==> src/rtl/alu_pkg.sv <==
// alu_pkg: shared opcodes, FSM states and widths for the 16-bit ALU issuer
package alu_pkg;
  localparam int SLICE_W = 8;
  localparam int WORD_W = 16;
  localparam logic [2:0] OP_ADD = 3'b000;
  localparam logic [2:0] OP_SUB = 3'b001;
  localparam logic [2:0] OP_AND = 3'b010;
  localparam logic [2:0] OP_OR  = 3'b011;
  localparam logic [2:0] OP_XOR = 3'b100;
  localparam logic [2:0] OP_NOT = 3'b101;
  localparam logic [2:0] OP_SHL = 3'b110;
  localparam logic [2:0] OP_SHR = 3'b111;
  typedef enum logic [1:0] {IDLE, LO, HI, RESP} state_t;
  // Only ADD/SUB chain a carry/borrow between slices and report carry-out
  function automatic logic is_arith(input logic [2:0] op);
    return (op == OP_ADD) || (op == OP_SUB);
  endfunction
endpackage

==> src/rtl/alu16_issuer.sv <==
// alu16_issuer: issues 16-bit ops to an external 8-bit ALU as low/high byte slices
module alu16_issuer
  import alu_pkg::*;
(
  input  logic               clk,
  input  logic               rst_n,
  input  logic               req_valid,
  output logic               req_ready,
  input  logic [WORD_W-1:0]  req_a,
  input  logic [WORD_W-1:0]  req_b,
  input  logic               req_cin,
  input  logic [2:0]         req_op,
  output logic               rsp_valid,
  input  logic               rsp_ready,
  output logic [WORD_W-1:0]  rsp_s,
  output logic               rsp_cout,
  output logic               rsp_zero,
  output logic [SLICE_W-1:0] alu_a,
  output logic [SLICE_W-1:0] alu_b,
  output logic               alu_cin,
  output logic [2:0]         alu_op,
  input  logic [SLICE_W-1:0] alu_s,
  input  logic               alu_cout
);
  state_t r_state, w_next;
  logic [WORD_W-1:0] r_a, r_b, r_s;
  logic [2:0] r_op;
  logic r_cin, r_carry, r_cout, r_zero;
  logic w_arith, w_lo_ph, w_hi_ph;
  logic [SLICE_W-1:0] w_lo, w_hi;

  assign w_arith = is_arith(r_op);
  assign w_lo_ph = r_state == LO;
  assign w_hi_ph = r_state == HI;
  assign req_ready = r_state == IDLE;
  assign rsp_valid = r_state == RESP;
  assign rsp_s = r_s;
  assign rsp_cout = r_cout;
  assign rsp_zero = r_zero;
  assign alu_a = w_lo_ph ? r_a[7:0] : w_hi_ph ? r_a[15:8] : '0;
  assign alu_b = w_lo_ph ? r_b[7:0] : w_hi_ph ? r_b[15:8] : '0;
  assign alu_op = (w_lo_ph || w_hi_ph) ? r_op : '0;
  assign alu_cin = w_lo_ph ? (w_arith & r_cin) : w_hi_ph ? (w_arith & r_carry) : 1'b0;
  // Shift bits crossing the byte boundary are patched in when the high slice lands
  assign w_hi = {alu_s[7:1], alu_s[0] | ((r_op == OP_SHL) & r_a[7])};
  assign w_lo = {r_s[7] | ((r_op == OP_SHR) & r_a[8]), r_s[6:0]};

  // State register
  always_ff @(posedge clk) begin
    if (!rst_n) r_state <= IDLE;
    else r_state <= w_next;
  end

  // Next-state: IDLE -> LO -> HI -> RESP -> IDLE
  always_comb begin
    w_next = r_state;
    case (r_state)
      IDLE: w_next = req_valid ? LO : IDLE;
      LO: w_next = HI;
      HI: w_next = RESP;
      RESP: w_next = rsp_ready ? IDLE : RESP;
      default: w_next = IDLE;
    endcase
  end

  // Operand capture, per-slice result capture and response registers
  always_ff @(posedge clk) begin
    if (!rst_n) begin
      r_a <= '0;
      r_b <= '0;
      r_op <= '0;
      r_cin <= 1'b0;
      r_carry <= 1'b0;
      r_s <= '0;
      r_cout <= 1'b0;
      r_zero <= 1'b1;
    end else begin
      if (req_ready && req_valid) begin
        r_a <= req_a;
        r_b <= req_b;
        r_op <= req_op;
        r_cin <= req_cin;
      end
      if (w_lo_ph) begin
        r_s[7:0] <= alu_s;
        r_carry <= alu_cout;
      end
      if (w_hi_ph) begin
        r_s <= {w_hi, w_lo};
        r_cout <= w_arith & alu_cout;
        r_zero <= ~|{w_hi, w_lo};
      end
    end
  end
endmodule

==> config.mk <==
export PLATFORM = sky130hd
export DESIGN_NAME = alu16_issuer
export DESIGN_NICKNAME = d
export VERILOG_FILES = /design/src/rtl/alu_pkg.sv /design/src/rtl/alu16_issuer.sv
export SDC_FILE = /design/constraint.sdc
export NUM_CORES = 1
export LEC_CHECK = 0
export ABC_CLOCK_PERIOD_IN_PS = 2800
export BUFFER_PORTS_ARGS = -buffer_cell sky130_fd_sc_hd__buf_2
export CAP_MARGIN = 40
export CELL_PAD_IN_SITES_DETAIL_PLACEMENT = 1
export CELL_PAD_IN_SITES_GLOBAL_PLACEMENT = 2
export CORE_ASPECT_RATIO = 1.2
export CORE_UTILIZATION = 29
export DETAILED_ROUTE_END_ITERATION = 8
export GPL_TIMING_DRIVEN = 0
export MAX_ROUTING_LAYER = met4
export PLACE_DENSITY_LB_ADDON = 0.2
export SLEW_MARGIN = 20
export SYNTH_ARGS = -nofsm -noshare
export SYNTH_HDL_FRONTEND = slang
export SYNTH_SLANG_ARGS = --single-unit
==> constraint.sdc <==
create_clock -name clk -period 2.8 [get_ports clk]
set_input_delay 0.42 -clock clk [delete_from_list [all_inputs] [get_ports clk]]
set_output_delay 0.42 -clock clk [all_outputs]
set_load 0.01 [all_outputs]
==> results.md <==
| Step | Parameter | Value |
|---|---|---|
| outcome | Result of the run | finished with violations |
| outcome | Violations in the final reports | design-rule violations |
| timing | Worst-Margin Slew | 0.527 ns |
| route | DRC violations left | 14 |
| setup path | Depth of the worst register-to-register path | 6 |
| route | Final antenna-violating net count | 0 |
| hold path | Hold path startpoint | rst_n |
| timing | Relative max-transition margin | 64.9% |
| timing | Number of hold violations in the final report | 0 |
| power | Clock power share | 45.3% |
| synthesis | Share of synthesized area spent on multiplexers | 6.37% |
| setup path | Critical path class | reg2out |
| floorplanning | IO Count | 89 |
| placed design | Placer Congestion | 0.770 |
| clock tree | Number of H-tree levels | 3 |
| synthesis | Cell area after synthesis | 0.00236 mm2 |
| hold path | Terminating pin of the worst hold path | rsp_zero |
| route | Drt via density | 4.78 |
| power | Gate power share | 12.3% |
| timing | Summed negative setup slack over all endpoints | 0 ns |
| synthesis | Register bit total from synthesis | 57 |
| finish | Share of final-layout standard cells stronger than drive strength 1 | 31.8% |
| timing | Upper clock frequency limit | 0.433 GHz |
| floorplanning | Die area | 0.00849 mm2 |
| timing | Worst hold slack | 0.291 ns |
| hold path | Worst min path class | in2reg |
| route | Total iterations of the first detailed-routing run | 6 |
| synthesis | FFs w/ async S/R, synth | 0% |
| power | Sequential Power Share | 42.4% |
| global routing | Antenna violations before repair | 0 |
| floorplanning | Core Area | 0.00779 mm2 |
| setup path | Reg2Reg Launch Point | r_state[0] |
| synthesis | Area share of and/or/nand/nor cells after synthesis | 19.7% |
| global routing | Overall routing resource usage | 18.0% |
| setup path | End of the worst register-to-register path | r_a[3] |
| power | Static Leakage | 1.43 nW |
| route | Routed length per placed instance | 15.0 um |
| setup path | Required time of the critical path | 2.38 ns |
| timing | Final period demand of the worst path | 2.31 ns |
| synthesis | Biggest area contributors in the synthesized netlist | dfxtp_1 (48%), nand2_1 (12%), a21oi_1 (8.7%) |
| synthesis | Most used flip-flop cell after synthesis | dfxtp_1 |
| synthesis | Post-synth EDFFs | 0 |
| clock tree | Clk Latency, worst-skew pair | 0.34 ns |
| clock tree | Number of setup buffers added after CTS | 0 |
| timing | Period utilization | 82.6% |
| setup path | Setup crit end kind | output port |
| placed design | Placed wire-length estimate | 5170 um |
| power | IR drop worst, VDD | 0.250 mV |
| setup path | Slack of the worst reg-to-reg path | 1.29 ns |
| clock tree | Buffer levels on the longest clock path | 2 |
| clock tree | Clock tree from TritonCTS | built |
| global routing | Vias in the first global route | 2331 |
| setup path | Worst Path Arrival | 1.89 ns |
| synthesis | Cells after Synth | 273 |
| clock tree | Number of sinks driven by the clock tree | 57 |
| synthesis | Register area share after synthesis | 48.4% |
| timing | Final count of negative-setup-slack endpoints | 0 |
| synthesis | Largest family of logic cells by synthesized area | simple AND/OR/NAND/NOR gates |
| timing | Setup Skew | 0.00342 ns |
| timing | Max Slew Vio Count | 0 |
| route | Detailed-route via count | 2242 |
| floorplanning | Number of placement rows | 35 |
| synthesis | Area share of the leading cell type in the synthesized netlist | 48.4% |
| synthesis | Post-Syn Nets | 326 |
| placed design | Number of buffer cells added on primary ports | 88 |
| global routing | Maximum number of pins on one net before global-route repair | 11 |
| global routing | GRT overflow | 0 |
| finish | N_diodes | 0 |
| floorplanning | Die extent in y | 101 um |
| floorplanning | Initial Util | 30.2% |
| finish | Synthesis-to-layout area growth | 33.9% |
| finish | Net count of the finished layout | 425 |
| setup path | Max Fanout on Critical Path | 10 |
| clock tree | Clock transition time at the flip-flop clock pins of the worst setup and hold paths | 0.06 ns |
| clock tree | Root Driver | clkbuf_8 |
| synthesis | Mean instance size in the synthesized netlist | 8.63 um2 |
| hold path | Worst Hold Depth | 2 |
| power | Net Switching | 0.516 mW |
| synthesis | Post-synthesis compound-gate area fraction | 17.0% |
| synthesis | Synth area leader | dfxtp_1 |
| synthesis | Post-Synth Adder-Cell Area | 2.12% |
| clock tree | Post-cts gate resize count | 0 |
| run | Max-cap check violation count | 0 |
| clock tree | Inserted Clock Buffers | 9 |
| timing | RSZ-0062 raised after global routing | false |
| floorplanning | Width of the die | 84.3 um |
| clock tree | Cts-stage hold buffer count | 0 |
| power | Power density over the cells | 666 mW/mm2 |
| route | Count of routing violations after the opening detailed-route iteration | 52 |
| synthesis | Distinct cell type count after synthesis | 32 |
| global routing | First-pass GRT wire length | 11300 um |
| synthesis | Xor and xnor area share after synthesis | 0% |
| power | Sw Ratio | 24.6% |
| setup path | Type of element launching the critical path | register |
| route | Total routed wirelength | 7010 um |
| power | Internal power summed over all cells | 1.59 mW |
| synthesis | Yosys synthesis warning count | 0 |
metal layers:
metal / vias up / wire, um / GRT usage [%]
met5: - / 0 / -
li1: 1124 / - / -
met4: 0 / 132 / 8.36
met2: 66 / 3270 / 29.9
met1: 1040 / 3200 / 20.8
met3: 12 / 407 / 4.10
how the worst max path moves through the flow:
stage	from	to	slack, ns	cells after the start
floorplan	r_state[0]	alu_a[6]	1.07	7
global placement	r_state[0]	alu_a[6]	0.85	8
detailed placement	r_state[0]	alu_a[6]	0.83	8
CTS	r_state[0]	alu_a[6]	0.45	8
global route	r_state[0]	alu_a[6]	0.39	8
finish	r_state[0]	alu_a[6]	0.49	8
worst max-delay path: stages, from the launching register on:
cell,delay (ns)
dfxtp_1,0.39
inv_1,0.08
ha_1,0.21
buf_6,0.14
nor2b_4,0.12
buf_6,0.13
buf_6,0.14
a22o_1,0.21
buf_2,0.14
Yosys cell counts (2+ instances only):
library cell  number
nand2b_1           2
clkbuf_1           3
ha_1               4
a22o_1            16
nand2_1           73
nand4_1            2
inv_1              3
buf_4              4
and2_1             4
nor4_1             3
dfxtp_1           57
a21oi_1           41
mux2i_1           15
nor2_1            19
buf_1              2
buf_2              4
buf_6              6
layout make-up:
type / count / area [um2]
Tap cell: 92 / 115
Sequential cell: 57 / 1140
Inverter: 4 / 15.0
Clock inverter: 5 / 103
Timing Repair Buffer: 88 / 440
Buffer: 19 / 136
Clock buffer: 11 / 141
Fill cell: 960 / 4640
Multi-Input combinational cell: 193 / 1060
cells by family after synthesis:
family,Yosys count
multiplexers,15
flip-flops,57
AO/OA/AOI/OAI,64
AND/OR/NAND/NOR,110
buffers and inverters,23
adder cells (fa/ha/maj),4
layout by cell type (no fill, tap or decap), types with 4 or more instances in the layout:
master    Yosys  final
nor2_1       19     19
nand2_1      73     73
mux2i_1      15     15
buf_4         4      4
ha_1          4      4
buf_6         6      6
buf_2         4     92
a22o_1       16     16
dfxtp_1      57     57
clkbuf_1      3      4
a21oi_1      41     41
and2_1        4      4
clkbuf_8      0     10
sequential cells by signal, indices dropped and copies added (netlist names):
signal	flops
r_b	16
r_state	2
r_a	16
rsp_zero	1
rsp_cout	1
r_op	3
rsp_s	16
r_cin	1
r_carry	1
power groups by stage:
stage	clock [mW]	combinational, mW	sequential (mW)
floorplan	0	0.152	0.907
global placement	0	0.260	0.908
detailed placement	0	0.264	0.909
CTS	0.974	0.265	0.892
global route	1.01	0.290	0.898
finish	0.953	0.258	0.892
stage by stage:
| step | instance area (um2) | power [mW] | setup WS, ns | util, % | cells |
|---|---|---|---|---|---|
| after floorplan | 2360 | 1.06 | 1.07 | - | 273 |
| final | 3160 | 2.10 | 0.488 | 40.5 | 469 |
| after detailed placement | 2910 | 1.17 | 0.827 | 37.4 | 453 |
| after global routing | 3160 | 2.19 | 0.385 | 40.5 | 469 |
| after global placement | 2910 | 1.17 | 0.851 | 37.4 | 453 |
| after CTS | 3160 | 2.13 | 0.455 | 40.5 | 469 |
(Power assumes the default switching activity.)
